File: src/rtl/pc_update_unit.sv
// Architectural PC register stage: loads the jump-select mux output, replays redirects caught during stalls.
// Optional applied-redirect counter enabled by defining PC_REDIRECT_CNT_EN.
module pc_update_unit #(
  parameter logic [31:0] RESET_PC = 32'h0000_0000,
  parameter int unsigned PC_WIDTH = 32
) (
  input  logic                clk,
  input  logic                rst,
  input  logic [PC_WIDTH-1:0] Jump_Output,
  input  logic                Redirect,
  input  logic                Stall,
  input  logic                Halt,
  output logic [PC_WIDTH-1:0] PC,
  output logic [PC_WIDTH-1:0] PCPlus4,
  output logic                PC_Valid,
  output logic                Flush,
  output logic                Halted,
  output logic                Misaligned,
  output logic [31:0]         Redirect_Count
);

  typedef enum logic [1:0] {
    BOOT = 2'd0,
    RUN  = 2'd1,
    HOLD = 2'd2,
    HALT = 2'd3
  } state_t;

  localparam logic [PC_WIDTH-1:0] RESET_PC_W = RESET_PC[PC_WIDTH-1:0];

  state_t              state, state_next;
  logic [PC_WIDTH-1:0] pc_q, pc_next;
  logic [PC_WIDTH-1:0] pending_q, pending_next;
  logic                flush_q, flush_next;
  logic                mis_q, mis_next;

  always_ff @(posedge clk) begin
    if (rst) begin
      state     <= BOOT;
      pc_q      <= RESET_PC_W;
      pending_q <= '0;
      flush_q   <= 1'b0;
      mis_q     <= 1'b0;
    end else begin
      state     <= state_next;
      pc_q      <= pc_next;
      pending_q <= pending_next;
      flush_q   <= flush_next;
      mis_q     <= mis_next;
    end
  end

  // Loads always strip bits [1:0]; the misaligned flag reports the raw source.
  always_comb begin
    state_next   = state;
    pc_next      = pc_q;
    pending_next = pending_q;
    flush_next   = 1'b0;
    mis_next     = 1'b0;
    unique case (state)
      BOOT: begin
        state_next = RUN;
        pc_next    = RESET_PC_W;
      end
      RUN: begin
        if (Halt) begin
          state_next = HALT;
        end else if (Stall) begin
          if (Redirect) begin
            pending_next = Jump_Output;
            state_next   = HOLD;
          end
        end else begin
          pc_next    = {Jump_Output[PC_WIDTH-1:2], 2'b00};
          flush_next = Redirect;
          mis_next   = |Jump_Output[1:0];
        end
      end
      HOLD: begin
        if (Halt) begin
          state_next   = HALT;
          pending_next = '0;
        end else if (!Stall) begin
          pc_next      = {pending_q[PC_WIDTH-1:2], 2'b00};
          flush_next   = 1'b1;
          mis_next     = |pending_q[1:0];
          pending_next = '0;
          state_next   = RUN;
        end
      end
      HALT: begin
        state_next = HALT;
      end
      default: begin
        state_next = BOOT;
      end
    endcase
  end

  assign PC         = pc_q;
  assign PCPlus4    = pc_q + PC_WIDTH'(4);
  assign PC_Valid   = (state == RUN) || (state == HOLD);
  assign Halted     = (state == HALT);
  assign Flush      = flush_q;
  assign Misaligned = mis_q;

`ifdef PC_REDIRECT_CNT_EN
  logic [31:0] cnt_q;

  // Counts on the same edge that raises Flush, so the two stay in step.
  always_ff @(posedge clk) begin
    if (rst) begin
      cnt_q <= '0;
    end else if (flush_next && (cnt_q != '1)) begin
      cnt_q <= cnt_q + 32'd1;
    end
  end

  assign Redirect_Count = cnt_q;
`else
  assign Redirect_Count = '0;
`endif

endmodule

File: config.mk
export PLATFORM = sky130hd
export DESIGN_NAME = pc_update_unit
export DESIGN_NICKNAME = d
export VERILOG_FILES = /design/src/rtl/pc_update_unit.sv
export SDC_FILE = /design/constraint.sdc
export NUM_CORES = 1
export LEC_CHECK = 0
export BUFFER_PORTS_ARGS = -buffer_cell sky130_fd_sc_hd__buf_2
export CAP_MARGIN = 20
export CORE_MARGIN = 3
export CORE_UTILIZATION = 25
export CTS_BUF_LIST = sky130_fd_sc_hd__clkbuf_4
export CTS_CLUSTER_SIZE = 10
export DETAILED_ROUTE_END_ITERATION = 10
export GPL_ROUTABILITY_DRIVEN = 0
export HOLD_SLACK_MARGIN = 0.12
export PLACE_DENSITY = 0.58
export RECOVER_POWER = 50
export SYNTH_ARGS = -nofsm -noshare
export SYNTH_HDL_FRONTEND = slang
export SYNTH_SLANG_ARGS = --single-unit
File: constraint.sdc
create_clock -name clk -period 4.5 [get_ports clk]
set_input_delay 0.675 -clock clk [delete_from_list [all_inputs] [get_ports clk]]
set_output_delay 0.675 -clock clk [all_outputs]
set_load 0.01 [all_outputs]
==> results of run 1 <==
==> critical path, cell delays in order, from the launching register on <==
cell and delay (ns):
dfxtp_1 0.41, inv_1 0.13, ha_2 0.53, a21o_1 0.29
o21ba_1 1.46, mux2_1 0.41, nor2_2 0.07
==> per-stage QoR <==
step	cells	total power, mW	utilization (%)	area [µm²]	hold slack, ns
floorplan	497	1.315	-	4089	0.4283
global placement	741	1.451	28.83	4432	0.4393
detailed placement	741	1.457	28.83	4432	0.4450
CTS	757	1.898	29.82	4583	0.4591
global route	757	2.003	29.17	4483	0.4782
finish	757	1.864	29.17	4483	0.4581
==> worst max path at each step <==
stage	to	start	depth (start not counted)	slack, ns
after floorplan	PCPlus4[26]	PC[3]	6	2.28
after detailed placement	pending_q[14]	state[0]	6	1.53
after global routing	PC[6]	state[0]	6	0.89
after CTS	PCPlus4[26]	PC[2]	6	1.41
final	PC[20]	state[0]	6	1.11
after global placement	pending_q[0]	state[0]	6	1.63
==> final cells by class <==
cell class | count | area, µm²
clock buffer | 9 | 67.56
clock inverter | 7 | 83.83
fill | 1713 | 10890
inverter | 6 | 22.52
multi-input combinational | 355 | 2263
sequential | 66 | 1321
tap | 211 | 264.0
timing repair buffer | 103 | 460.4
==> cells in the final DEF (no fill, tap or decap), types with 3 or more instances in the layout <==
cell / count
a21oi_1: 37
a22o_1: 4
a22oi_1: 26
and4_1: 6
buf_2: 53
clkbuf_1: 48
clkbuf_4: 9
clkinv_1: 3
conb_1: 36
dfxtp_1: 66
ha_1: 6
inv_1: 6
mux2i_1: 26
nand2_1: 44
nand3_1: 10
nand3b_1: 33
nand4_1: 4
nor2_1: 33
nor2_2: 4
nor2b_1: 26
nor3_1: 5
nor3_2: 4
o21ai_0: 3
xnor2_1: 13
xor2_1: 15
==> cell families after synthesis <==
family	Yosys count
simple gates	176
mux	30
flops	66
other cells	1
fa+ha+maj	7
buf+inv	76
compound gates	78
xor+xnor	28
==> routing by layer <==
metal	vias to the layer above	wire, µm
li1	1674	-
met1	1522	5002
met2	86	4763
met3	10	567
met4	0	110
met5	-	0
==> where the power goes <==
| group | switching, mW | internal [mW] | leakage (nW) | total [mW] |
|---|---|---|---|---|
| Sequential | 0.0688 | 0.668 | 0.536 | 0.737 |
| Combinational | 0.405 | 0.285 | 1.22 | 0.690 |
| Clock | 0.218 | 0.219 | 0.0784 | 0.437 |
| Total | 0.692 | 1.17 | 1.84 | 1.86 |
==> sequential cells by signal, indices dropped and copies added (netlist names) <==
register / flops
Misaligned: 1
pending_q: 32
PC: 30
Flush: 1
state: 2
==> results.md, run 1 <==
- Status: complete, but fails checks
- Failing checks: capacitance limit, slew limit
- Synth Area in Simple Gates: ~26%
- WP data required: ~5 ns
- Top post-synthesis cells by area: dfxtp_1, buf_4, mux2i_1
- Cts repair resizes: 0
- Synth top area share: between 30% and 40%
- Period utilisation layout: between 70 and 80%
- Arrival @ worst endpoint: about 3.7 ns
- VDD IR max: ~220 µV
- RSZ-0062 raised after global routing: false
- Layout cells sized above 1: roughly 15%
- Routed WL per cell: 13.80 µm
- Clock transition at path regs: roughly 0.12 ns
- Post-synthesis cell count: between 400 and 500
- Met3 GRT Util: 3.321%
- Io pins: approximately 140
- Hpwl dp: 7.208 mm
- Clk_lat worst skew: 0.40 ns
- Post-route ant nets: 0
- Post-route DRC: 0
- Register area share after synthesis: 33.39%
- Vias in the first global route: about 3000
- Initial antenna violation count: 0
- Pre-CTS setup slack: 1.534 ns
- Routed wire length: 10.44 mm
- Worst rel slew slack: -22.49%
- Setup bufs post-CTS: 0
- Final worst slack: 1.113 ns
- Reg2reg end: PC[20]
- Reg2reg path depth: 6
- Async set or reset register ratio after synthesis: 0%
- Top cells by count, synth: dfxtp_1, nand2_1, a21oi_1, buf_4
- Complex-gate fraction of the synthesized area: approximately an eighth
- Final setup violation count: 0
- Final hold vios: 0
- CP endpoint kind: flip-flop
- Cts bufs inserted: 9
- Die width: around 130 µm
- Pre-antenna DRT Iters: 4
- PwrDens: a little over 400 nW/µm²
- Core Rows: 45
- # clock sinks: 66
- Die ar.: roughly 17000 µm²
- Iteration-0 DRC Markers: 162
- Via count: around 3300
- CP Class: flip-flop to flip-flop
- Ys Warns: 0
- Reg-to-Reg Start: state[0]
- Count of cell types in the netlist: 41
- Syn Area/Cell: between 8 and 9 µm²
- CTS tree: done
- R2R Setup Slk: between 1 and 1.5 ns
- Pin count of the biggest net entering global routing: 65
- Die Y: 131.8 µm
- PortBufs: 100
- Hold endpoint: pending_q[11]
- Remaining global-route overflow: 0
- Hold Crit Start: pending_q[11]
- Max-slew violations: 31
- Hold Crit Class: flip-flop to flip-flop
- Root Buffer: clkbuf_4
- Core area: between 15000 and 20000 µm²
- NumNets Final: slightly below 600
- Synth Cell Area: around 4000 µm²
- Initial Util: roughly a quarter
- Min Clock Period, post-route: between 3 and 4 ns
- Synthesized-area fraction occupied by adder cells: around 2.2%
- Area leader, netlist: dfxtp_1
- Grt met1 use: about 16%
- Vias per cell: between 4 and 5
- CTS max path bufs: 2
- Met2 Use GR: between 10% and 20%
- ANT cells: 0
- Most frequent cell after synthesis: dfxtp_1
- Lkg Pwr: 1.837 nW
- Ys flop type: dfxtp_1
- H-tree depth: 3
- Area grow syn2layout: 13.28%
- Gr busiest metal: met2
- Hold buffer count at cts: 0
- Worst hold stages: 2
- MaxCap Viol Count: 1
- Crit path max fanout: 64
- Mux cell area share after synthesis: roughly 8%
- Largest family of logic cells by synthesized area: simple AND/OR/NAND/NOR gates
- Synth Register Bits: 66
- Sum of negative setup slack: 0 ns
- Worst Tran Pin Value: between 1.5 and 2 ns
- First-pass GRT wire length: about 17 mm
- Post-synthesis xor/xnor area fraction: a little over 6%
- Clk_skew: between 0.008 and 0.009 ns
- Critical Path Start Type: flip-flop
- Post-synth EDFFs: 0
- Highest clock rate: between 200 and 300 MHz
- Gr usage total: a little under an eighth
Power figures use the tool's default switching activity.
==> run 2, diff against run 1 <==
==> constraint.sdc (replaced) <==
create_clock -name clk -period 3.3 [get_ports clk]
set_input_delay 0.495 -clock clk [delete_from_list [all_inputs] [get_ports clk]]
set_output_delay 0.495 -clock clk [all_outputs]
set_load 0.01 [all_outputs]
==> results.md, run 2 (synthesis results as in run 1) <==
- Status: complete, no violations
- Initial Util: 25.75% (unchanged)
- Clk_skew: 0.009774 ns (+0.0009913 ns)
- CTS max path bufs: 2 (unchanged)
- CP Class: flip-flop to primary output
- Worst rel slew slack: 17.45% (+40 points)
- Remaining global-route overflow: 0 (unchanged)
- Commonest non-fill, non-tap cells in the layout: dfxtp_1, buf_2, nand2_1
- WP data required: 2.80 ns (-2.06 ns)
- Core Rows: 45 (unchanged)
- RSZ-0062 raised after global routing: false
- Routed wire length: 10.43 mm (about the same)
- Switching share of power: 39.12% (+2.0 points)
- Max-slew violations: 0 (-100%)
- Clock transition at path regs: 0.10 ns (-0.02 ns)
- Pin count of the biggest net entering global routing: 64 (-1.5%)
- Placed Area: 4477 µm² (+1.0%)
- Net switching power figure: 941.0 µW (+36%)
- Root Buffer: clkbuf_4
- Final hold vios: 0 (unchanged)
- Post-route DRC: 0 (unchanged)
- Max FFs per register: 32 (unchanged)
- Hold Crit Class: primary input to flip-flop
- Final Non-Filler Cells: 760 (+0.40%)
- Die width: 131.8 µm (unchanged)
- First-pass GRT wire length: 16.85 mm (+0.53%)
- NumNets Final: 591 (+1.0%)
- Clk_lat worst skew: 0.43 ns (+0.03 ns)
- PwrDens: 532.9 nW/µm² (+28%)
- VDD IR max: 308.7 µV (+38%)
- Die Y: 131.8 µm (unchanged)
- PortBufs: 100 (unchanged)
- Layout fillers: 1687 (-1.5%)
- Cts repair resizes: 0 (unchanged)
- Crit path max fanout: 8 (-88%)
- Worst Tran Pin Value: 1.238 ns (-0.5992 ns)
- # clock sinks: 66 (unchanged)
- Layout cells sized above 1: 18.21% (+3.0 points)
- Via count: 3329 (+1.1%)
- Highest clock rate: 359.0 MHz
- Gate power share: 40.4% (+3.4 points)
- CTS tree: done
- Hpwl dp: 7.280 mm (+1.0%)
- Share of power burned in registers: 41.6% (+2.1 points)
- Io pins: 137 (unchanged)
- Core area: 15370 µm² (unchanged)
- Placed Instances: 747 (+0.81%)
- CP endpoint kind: primary output
- Period utilisation layout: between 80% and 90%
- H-tree depth: 3 (unchanged)
- Clock share of power: 18.0% (-5.5 points)
- Area grow syn2layout: 14.07%
- Top reg by flops: pending_q
- Vias per cell: 4.380 (+0.72%)
- Internal power: 1.464 mW (+25%)
- Routed WL per cell: 13.73 µm (-0.48%)
- Initial antenna violation count: 0 (unchanged)
- Setup bufs post-CTS: 0 (unchanged)
- Gr usage total: 12.01% (+0.33 points)
- Iteration-0 DRC Markers: 148 (-8.6%)
- Pre-antenna DRT Iters: 4 (unchanged)
- ANT cells: 0 (unchanged)
- Sum of negative setup slack: 0 ns (unchanged)
- Post-route ant nets: 0 (unchanged)
- Hold buffer count at cts: 0 (unchanged)
- Most common cell after layout, fill and taps aside: dfxtp_1
- Post-Layout Inst Area: 4514 µm² (+0.70%)
- Critical Path Start Type: flip-flop
- Arrival @ worst endpoint: 2.29 ns (-1.45 ns)
- Final setup violation count: 0 (unchanged)
- Min Clock Period, post-route: 2.786 ns
- MaxCap Viol Count: 0 (-1)
- Vias in the first global route: 3138 (+3.3%)
- Lkg Pwr: 1.922 nW (+4.6%)
- Cts bufs inserted: 9 (unchanged)
- Die ar.: 17380 µm² (unchanged)
==> run 2: cell count changes in the layout (fill, tap and decap cells not counted), moves of 2 or more <==
cell	delta
buf_2	+8
bufinv_16	-2
buf_4	+6
nand4_1	-2
nand4_4	+2
mux2_4	+2
clkbuf_4	+2
mux2_1	-2
clkbuf_1	-8
==> run 2: power groups by stage <==
stage	clock (mW)	sequential (mW)	combinational [mW]
3_3_place_gp	0	1.02	0.991
5_1_grt	0.498	1.02	1.09
6_report	0.433	1.00	0.972
3_5_place_dp	0	1.02	0.995
2_1_floorplan	0	1.01	0.780
4_1_cts	0.464	1.00	0.997
==> run 2: path summary, 6_finish.rpt <==
path                                     from       endpoint  slack [ns]  cells after the start
worst max-delay path                    PC[2]    PCPlus4[26]        0.51                      6
worst min-delay path                 Redirect          Flush        0.32                      3
worst max register to register       state[0]   pending_q[7]        0.99                      8
worst min register to register  pending_q[20]  pending_q[20]        0.46                      2
==> run 2: stage by stage <==
stage	hold slack (ns)	power [mW]	setup slack [ns]	util, %
floorplan	0.4283	1.793	1.264	-
global placement	0.4406	2.009	0.9746	29.12
detailed placement	0.4452	2.015	0.9548	29.12
CTS	0.2690	2.461	0.4360	29.71
global route	0.2843	2.603	0.3266	29.37
finish	0.3241	2.405	0.5143	29.37
==> run 2: critical path: stages, from the launching register on <==
cell     delay (ns)
dfxtp_1        0.43
ha_1           0.21
and3_1         0.34
nand4_4        0.25
nor3_1         0.33
xor2_1         0.16
buf_2          0.14
==> run 2: final cells by class <==
| cell class | instances | area, µm² | area share [%] |
|---|---|---|---|
| Clock inverter | 2 | 7.507 | 0.1663 |
| Multi-Input combinational cell | 355 | 2301 | 50.97 |
| Tap cell | 211 | 264.0 | 5.848 |
| Clock buffer | 11 | 82.58 | 1.829 |
| Timing Repair Buffer | 109 | 515.5 | 11.42 |
| Inverter | 6 | 22.52 | 0.4989 |
| Sequential cell | 66 | 1321 | 29.27 |
==> run 2: routing by layer <==
metal / global-route usage [%] / wire [µm] / vias up
li1: - / - / 1679
met3: 3.092 / 525 / 14
met5: 0 / 0 / -
met4: 4.959 / 186 / 0
met1: 15.56 / 4879 / 1550
met2: 19.05 / 4843 / 86
